**config.mk**
```make
export PLATFORM = sky130hd
export DESIGN_NAME = inst_prefetch_buffer
export DESIGN_NICKNAME = d
export VERILOG_FILES = /design/src/rtl/inst_prefetch_buffer_pkg.sv /design/src/rtl/inst_prefetch_buffer_fifo.sv /design/src/rtl/inst_prefetch_buffer.sv
export SDC_FILE = /design/constraint.sdc
export NUM_CORES = 1
export LEC_CHECK = 0
export CAP_MARGIN = 20
export CORE_MARGIN = 2
export CORE_UTILIZATION = 60
export DETAILED_ROUTE_END_ITERATION = 7
export GPL_ROUTABILITY_DRIVEN = 0
export HOLD_SLACK_MARGIN = 0.05
export PLACE_DENSITY = 0.85
export SYNTH_ARGS = -nofsm -noshare
export SYNTH_HDL_FRONTEND = slang
export SYNTH_SLANG_ARGS = --single-unit
```
**constraint.sdc**
```tcl
create_clock -name clk -period 8.9 [get_ports clk]
set_clock_uncertainty 0.2 [all_clocks]
set_input_delay 1.335 -clock clk [delete_from_list [all_inputs] [get_ports clk]]
set_output_delay 1.335 -clock clk [all_outputs]
set_load 0.05 [all_outputs]
```
**src/rtl/inst_prefetch_buffer_pkg.sv**
```systemverilog
// Shared definitions for the instruction prefetch buffer: datapath widths,
// the PC increment, and the layout of one buffered fetch entry.
package inst_prefetch_buffer_pkg;

    localparam int ADDR_LEN  = 32;
    localparam int INSTR_LEN = 32;
    localparam logic [ADDR_LEN-1:0] PC_INC = 32'd4;

    // One FIFO entry: returned instruction plus its fetch address + 4
    typedef struct packed {
        logic [INSTR_LEN-1:0] inst;
        logic [ADDR_LEN-1:0]  pc_plus_4;
    } fetch_entry_t;

endpackage

```
**src/rtl/inst_prefetch_buffer_fifo.sv**
```systemverilog
// prefetch_fifo: synchronous FIFO for fetched instructions. clear has
// priority over push/pop; DEPTH must be a power of two so the pointers
// wrap naturally.
module prefetch_fifo #(
    parameter int DEPTH = 4,
    parameter int WIDTH = 64
) (
    input  logic                     clk,
    input  logic                     rst,
    input  logic                     push,
    input  logic                     pop,
    input  logic                     clear,
    input  logic [WIDTH-1:0]         din,
    output logic [$clog2(DEPTH):0]   count,
    output logic [WIDTH-1:0]         head
);
    localparam int PW = $clog2(DEPTH);
    localparam int CW = PW + 1;

    logic [WIDTH-1:0] mem [DEPTH];
    logic [PW-1:0]    wr_ptr;
    logic [PW-1:0]    rd_ptr;
    logic             do_push;
    logic             do_pop;

    assign do_pop  = pop && (count != '0);
    assign do_push = push && ((count < CW'(DEPTH)) || do_pop);
    assign head    = mem[rd_ptr];

    // Pointer and occupancy update; a redirect clear wins over everything
    always_ff @(posedge clk or posedge rst) begin
        if (rst) begin
            wr_ptr <= '0;
            rd_ptr <= '0;
            count  <= '0;
        end else if (clear) begin
            wr_ptr <= '0;
            rd_ptr <= '0;
            count  <= '0;
        end else begin
            if (do_push) wr_ptr <= wr_ptr + 1'b1;
            if (do_pop)  rd_ptr <= rd_ptr + 1'b1;
            count <= count + CW'(do_push) - CW'(do_pop);
        end
    end

    // Entry storage; contents need no reset since count gates visibility
    always_ff @(posedge clk) begin
        if (do_push && !clear) mem[wr_ptr] <= din;
    end

endmodule

```
**src/rtl/inst_prefetch_buffer.sv**
```systemverilog
// inst_prefetch_buffer: sequential instruction fetch into a small FIFO
// feeding decode. Issue is credit-limited (count + inflight < DEPTH) so the
// FIFO never overflows; a redirect flushes buffered and in-flight work.
// Optional feature: INST_PREFETCH_BYPASS_EN forwards a response straight to
// out_* when the FIFO is empty.
module inst_prefetch_buffer
    import inst_prefetch_buffer_pkg::*;
#(
    parameter int                  DEPTH    = 4,
    parameter logic [ADDR_LEN-1:0] RESET_PC = 32'h0000_0000
) (
    input  logic                 clk,
    input  logic                 rst,
    input  logic                 redirect_valid,
    input  logic [ADDR_LEN-1:0]  redirect_pc,
    output logic                 imem_req,
    output logic [ADDR_LEN-1:0]  imem_addr,
    input  logic [INSTR_LEN-1:0] imem_inst,
    output logic                 out_valid,
    input  logic                 out_ready,
    output logic [INSTR_LEN-1:0] out_inst,
    output logic [ADDR_LEN-1:0]  out_pc_plus_4
);
    localparam int CW = $clog2(DEPTH) + 1;

    logic [ADDR_LEN-1:0] fetch_pc;
    logic [ADDR_LEN-1:0] req_pc;
    logic                inflight;
    logic [CW-1:0]       count;
    logic [CW:0]         occ;
    logic                resp;
    logic                push;
    logic                fifo_pop;
    logic                fifo_valid;
    fetch_entry_t        head;
    fetch_entry_t        push_entry;

    // Occupancy credit: a same-cycle pop is deliberately not counted
    assign occ        = {1'b0, count} + {{CW{1'b0}}, inflight};
    assign imem_req   = !rst && !redirect_valid && (occ < (CW+1)'(DEPTH));
    assign imem_addr  = fetch_pc;

    assign resp       = inflight && !redirect_valid;
    assign push_entry = '{inst: imem_inst, pc_plus_4: req_pc + PC_INC};
    assign fifo_valid = (count != '0) && !redirect_valid;
    assign fifo_pop   = fifo_valid && out_ready;

`ifdef INST_PREFETCH_BYPASS_EN
    logic bypass;
    assign bypass        = resp && (count == '0);
    assign push          = resp && !(bypass && out_ready);
    assign out_valid     = fifo_valid || bypass;
    assign out_inst      = bypass ? push_entry.inst
                         : (count != '0) ? head.inst : '0;
    assign out_pc_plus_4 = bypass ? push_entry.pc_plus_4
                         : (count != '0) ? head.pc_plus_4 : '0;
`else
    assign push          = resp;
    assign out_valid     = fifo_valid;
    assign out_inst      = (count != '0) ? head.inst : '0;
    assign out_pc_plus_4 = (count != '0) ? head.pc_plus_4 : '0;
`endif

    // Fetch PC / in-flight tracking; redirect restarts fetch next cycle
    always_ff @(posedge clk or posedge rst) begin
        if (rst) begin
            fetch_pc <= RESET_PC;
            req_pc   <= RESET_PC;
            inflight <= 1'b0;
        end else begin
            inflight <= imem_req;
            if (redirect_valid) begin
                fetch_pc <= redirect_pc;
            end else if (imem_req) begin
                req_pc   <= fetch_pc;
                fetch_pc <= fetch_pc + PC_INC;
            end
        end
    end

    prefetch_fifo #(
        .DEPTH (DEPTH),
        .WIDTH ($bits(fetch_entry_t))
    ) u_fifo (
        .clk   (clk),
        .rst   (rst),
        .push  (push),
        .pop   (fifo_pop),
        .clear (redirect_valid),
        .din   (push_entry),
        .count (count),
        .head  (head)
    );

endmodule

```
==> results of run 1 <==
==> cells by family (layout without fill, tap and decap cells) <==
family,count (synthesis),in the layout
DFF,328,328
and+or+nand+nor,234,234
muxes,101,101
xor gates and xnor gates,51,51
buffers and inverters,49,240
AOI/OAI and AO/OA,40,40
adders and majority gates,10,10
==> area by class of cell <==
cell class | instances | area [µm²]
flip-flops and latches | 328 | 9494
fillers | 1333 | 5887
multi-input cells | 436 | 3969
repair buffers | 175 | 1722
clock buffers | 34 | 787.0
well taps | 285 | 356.6
clock inverters | 19 | 242.7
inverters | 12 | 45.04
==> registers in the layout, indices dropped and copies added, names as in the netlist <==
signal,flops
u_fifo.wr_ptr,2
imem_addr,32
u_fifo.mem,256
inflight,1
req_pc,32
u_fifo.count,3
u_fifo.rd_ptr,2
==> cells in the mapped netlist, types with 3 or more instances <==
library cell	count	area (µm²)
nand2_1	46	172.7
xnor2_1	38	332.8
or4_1	3	22.52
and4_1	3	26.28
edfxtp_1	256	7687
a31oi_1	5	31.28
and2_1	73	456.7
dfrtp_1	72	1802
ha_1	9	112.6
nand4_1	13	81.33
and3_1	7	43.79
buf_1	11	41.29
or3_1	5	31.28
o21ai_0	24	120.1
inv_1	11	41.29
nand3_1	24	120.1
mux4_2	64	1441
nor2_1	27	101.4
mux2_2	35	394.1
nor4_1	6	37.54
clkbuf_1	23	86.33
nor3_1	11	55.05
xor2_1	13	113.9
==> worst max path at each step <==
stage,cells after the start,from,end
after floorplan,6,rst,imem_addr[28]$_DFFE_PP0N_
after global placement,5,redirect_valid,out_valid
after detailed placement,5,redirect_valid,out_valid
after CTS,4,u_fifo.rd_ptr[0]$_DFFE_PP0P_,out_pc_plus_4[18]
after global routing,4,u_fifo.rd_ptr[0]$_DFFE_PP0P_,out_pc_plus_4[19]
final,4,u_fifo.rd_ptr[0]$_DFFE_PP0P_,out_pc_plus_4[31]
==> per-layer routing <==
| layer | up-vias | GRT usage |
|---|---|---|
| met2 | 305 | 0.3827 |
| met3 | 25 | 0.04007 |
| met5 | - | 0 |
| met4 | 0 | 0.04365 |
| met1 | 3812 | 0.3096 |
| li1 | 3453 | - |
==> layout by cell type, fill, tap and decap left out, drive strengths merged, types with 2 or more instances in the layout <==
cell | synthesis | final
or2 | 2 | 2
nor4b | 2 | 2
nor3 | 11 | 11
or4 | 5 | 5
mux4 | 64 | 64
nor4 | 6 | 6
nor3b | 2 | 2
mux2i | 2 | 2
and3 | 8 | 8
clkbuf | 24 | 34
o21ai | 24 | 24
nand2 | 46 | 46
a31oi | 5 | 5
inv | 11 | 11
buf | 13 | 11
dfrtp | 72 | 72
nor2b | 2 | 2
nand3 | 25 | 25
and4 | 3 | 3
nand4 | 13 | 13
nor2 | 27 | 27
o211ai | 2 | 2
and2 | 73 | 73
ha | 9 | 9
clkinvlp | 0 | 2
clkdlybuf4s50 | 0 | 164
bufinv | 0 | 6
or3 | 5 | 5
xnor2 | 38 | 38
nand4b | 2 | 2
edfxtp | 256 | 256
mux2 | 35 | 35
xor2 | 13 | 13
clkinv | 1 | 12
==> power breakdown <==
group | switching, mW | internal, mW
Combinational | 0.972 | 0.629
Clock | 0.519 | 0.804
Sequential | 0.143 | 1.86
Total | 1.63 | 3.29
==> critical path: cells and delay by family (launching register included) <==
kind          cells  cell delay, ns
flops             1            0.62
mux               1            0.63
simple gates      1            0.17
buf+inv           2            1.57
==> stage by stage <==
stage	setup slack [ns]	power (mW)
2_1_floorplan	3.984	3.121
3_3_place_gp	3.984	3.606
3_5_place_dp	3.958	3.640
4_1_cts	3.703	4.961
5_1_grt	3.573	5.116
6_report	3.813	4.923
==> results.ini, run 1 <==
[sta]
hold_violations=0
slew_viol_final=0
rsz0062_at_grt=false
period_minus_slack_ns=5.087
worst_pin_slew_ns=0.9794
final.setup.tns_ns=0
period_share=0.5716
slew_headroom=0.3470
timing.hold.ws_ns=0.3454
setup_viol=0
fmax_mhz=196.6

[worst_setup_path]
r2r-end=u_fifo.count[2]$_DFF_PP0_
slowest_stage=buf_4
path_max_fanout=51
max_stage_delay_ns=0.84
r2r_slack_ns=5.82
r2r-start=u_fifo.count[1]$_DFF_PP0_
crit_path_end_kind=output pin
rr_worst_depth=11
crit_required_ns=7.36
crit_type=reg2out
worstPathCellList=buf_4 -> mux4_2 -> and2_1 -> clkdlybuf4s50_1
crit_arrival_ns=3.55
start_kind=register

[clocking]
clk_pin_slew_ns=0.06
cts_made_buffers=31
root_buffer=clkbuf_16
cts_resized=0
cts_setup_buffers=0
clk_latency_ns=0.54
clock_sinks=328
cts_tree=yes
holdBufCountCts=0
clockBufferDepth=3
htreeDepth=1

[synthesis]
synth-simple-area-share=0.09386
yosysWarnings=0
synthFlopType=edfxtp_1
synth_area_um2=13640
yosysSeqAreaShare=0.6958
synthArstFlopShare=0.2195
synth_top_family_by_area=multiplexers
synthCells=813
syn-mean-instance-area_um2=16.77
synth_edf_count=256
synthDistinctLibCells=48
synth_nets=891
synth_compound_area_frac=0.01798
synthAdderAreaFrac=0.009726
ys_ff_latch=328
synthMuxAreaShare=0.1361
synthXorXnorAreaFrac=0.03276

[hold_path]
holdCritStartpoint=req_pc[31]$_DFFE_PP0P_
hold_end=req_pc[31]$_DFFE_PP0P_
hold_path_class=reg2reg
hold_depth=1

[finish]
antenna_cells=0
nets=1062
fin_cells=1289
layout-drive-gt1-share=0.1703
syn2layout_area_growth_pct=21.85
post-route-util=0.7384
fin_area_um2=16620

[routing]
drtAntennaViolNets=0
wl_met3_um=1877
wire_per_inst_um=20.40
met2WireLength_um=13200
drc=0
drt_iter0_markers=423
vias=7595
drt-total-wl_um=26300
dr.pass1.iters=6
viasPerCell=5.892
dr.max_layer_used=met4
wl_met1_um=10930

[pwr]
ir_worst_vdd_uv=139.9
p_per_area_nw_per_um2=296.3
power_leakage_nw=5.610

[floorplanning]
io_pins=166
die_h_um=154.8
fp-row-count=55
core_area_um2=22500
die-area_um2=23950
start_util=0.6060
fp.dieW_um=154.8

[run]
drv_cap=0

[global_routing]
antenna_found_initial=0
grt_pass1_vias=7741
grt_util_all_layers=0.2237
grt_pass1_wl_um=41510
grt_max_degree=74
overflow=0

[placement]
dp.cells=1236
dpl-instance-area_um2=15590
hpwlAfterDp_um=16510
io_buffers=165

[status]
status=finished, final reports clean

Note: power is estimated with default switching activity, not from simulation.
==> run 2, diff against run 1 <==
Settings changed: CORE_UTILIZATION 60 to 50, PLACE_DENSITY 0.85 to 0.76.
Clock period 8.9 ns to 4.35 ns, I/O delays scaled along.
==> results.ini, run 2 (synthesized netlist as in run 1, its figures left out) <==
[sta]
period_share=0.8771
slew_headroom=0.3639
slew_viol_final=0
period_minus_slack_ns=3.815
hold_violations=0
final.setup.tns_ns=0
rsz0062_at_grt=false
setup_viol=0
worst_pin_slew_ns=0.9505
fmax_mhz=262.1
timing.final.ws_setup_ns=0.5345

[worst_setup_path]
startpoint=u_fifo.rd_ptr[0]$_DFFE_PP0P_
crit_end=out_inst[31]
crit_arrival_ns=2.96
path_max_fanout=21
crit_required_ns=3.50
r2r-start=u_fifo.count[1]$_DFF_PP0_
start_kind=register
r2r_slack_ns=1.30
crit_path_end_kind=output pin
r2r-end=u_fifo.count[2]$_DFF_PP0_
crit_type=reg2out
rr_worst_depth=11

[clocking]
cts_resized=0
cts_setup_buffers=0
clock_sinks=328
htreeDepth=2
clk_pin_slew_ns=0.06
root_buffer=clkbuf_16
clk_latency_ns=0.50
holdBufCountCts=0
clockBufferDepth=3
cts_made_buffers=34
cts_tree=yes

[finish]
post-route-util=0.6297
layout-drive-gt1-share=0.1739
nets=1069
antenna_cells=0
largest_reg_flops=256
layout_common_cells=256 x edfxtp_1, 163 x clkdlybuf4s50_1, 70 x dfrtp_1
mostFrequentLayoutCell=edfxtp_1
syn2layout_area_growth_pct=24.09
top_register=u_fifo.mem

[run]
drv_cap=0

[global_routing]
overflow=0
grt_util_all_layers=0.1921
antenna_found_initial=0
grt_pass1_wl_um=42860
grt_max_degree=73
grt_pass1_vias=7863

[routing]
wire_per_inst_um=19.73
vias=7634
drtAntennaViolNets=0
drc=0
viasPerCell=5.642
dr.pass1.iters=5
drt-total-wl_um=26690
drt_iter0_markers=674

[floorplanning]
fp.dieW_um=169.1
core_area_um2=26880
die_h_um=169.1
start_util=0.5074
fp-row-count=60
die-area_um2=28610
io_pins=166

[placement]
dp_slack_ns=0.9930
hpwlAfterDp_um=16920
io_buffers=165

[hold_path]
hold_depth=1
hold_path_class=reg2reg

[pwr]
power_leakage_nw=5.701
ir_worst_vdd_uv=312.1
p_per_area_nw_per_um2=611.7

[status]
status=finished, final reports clean

-- run 2: changes by cell type in the layout (fill, tap and decap cells not counted), sizes merged --
| cell | delta |
|---|---|
| clkdlybuf4s50 | -1 |
| bufinv | -1 |
| buf | +5 |
| clkbuf | +9 |
| clkinv | -4 |
-- run 2: critical path, cell delays in order (launching register included) --
cell	delay [ns]
dfrtp_4	0.71
buf_4	0.35
mux4_2	0.53
and2_1	0.17
clkdlybuf4s50_1	0.69
-- run 2: layer usage --
metal	global-route usage	routed length, µm	vias to the layer above
met5	0	0	-
met4	0.04942	418	0
met3	0.03521	1664	36
met2	0.3043	12390	276
met1	0.2794	12220	3852
li1	-	-	3470
-- run 2: worst min path at each step --
| stage | startpoint | end | slack, ns |
|---|---|---|---|
| after floorplan | req_pc[0]$_DFFE_PP0P_ | u_fifo.mem[0][0]$_DFFE_PP_ | 0.27 |
| after global placement | req_pc[31]$_DFFE_PP0P_ | req_pc[31]$_DFFE_PP0P_ | 0.33 |
| after detailed placement | req_pc[31]$_DFFE_PP0P_ | req_pc[31]$_DFFE_PP0P_ | 0.33 |
| after CTS | req_pc[31]$_DFFE_PP0P_ | req_pc[31]$_DFFE_PP0P_ | 0.34 |
| after global routing | req_pc[31]$_DFFE_PP0P_ | req_pc[31]$_DFFE_PP0P_ | 0.37 |
| final | req_pc[31]$_DFFE_PP0P_ | req_pc[31]$_DFFE_PP0P_ | 0.33 |
-- run 2: final cells by class --
type	count	area (µm²)
inverters	12	45.04
fillers	1933	9953
clock inverters	14	197.7
repair buffers	179	1837
multi-input cells	436	3974
flip-flops and latches	328	9494
clock buffers	43	948.4
well taps	341	426.7
-- run 2: power by group --
part	switching [mW]	internal, mW	total [mW]
Sequential	0.303	3.80	4.10
Clock	1.11	1.83	2.94
Combinational	1.98	1.33	3.31
-- run 2: through the flow --
| step | hold slack, ns | power [mW] | cells | area, µm² |
|---|---|---|---|---|
| after CTS | 0.3430 | 10.46 | 1353 | 16920 |
| after detailed placement | 0.3292 | 7.511 | 1296 | 15780 |
| after global placement | 0.3275 | 7.452 | 1296 | 15780 |
| after global routing | 0.3657 | 10.80 | 1353 | 16920 |
| after floorplan | 0.2724 | 6.386 | 813 | 13640 |
| final | 0.3325 | 10.35 | 1353 | 16920 |
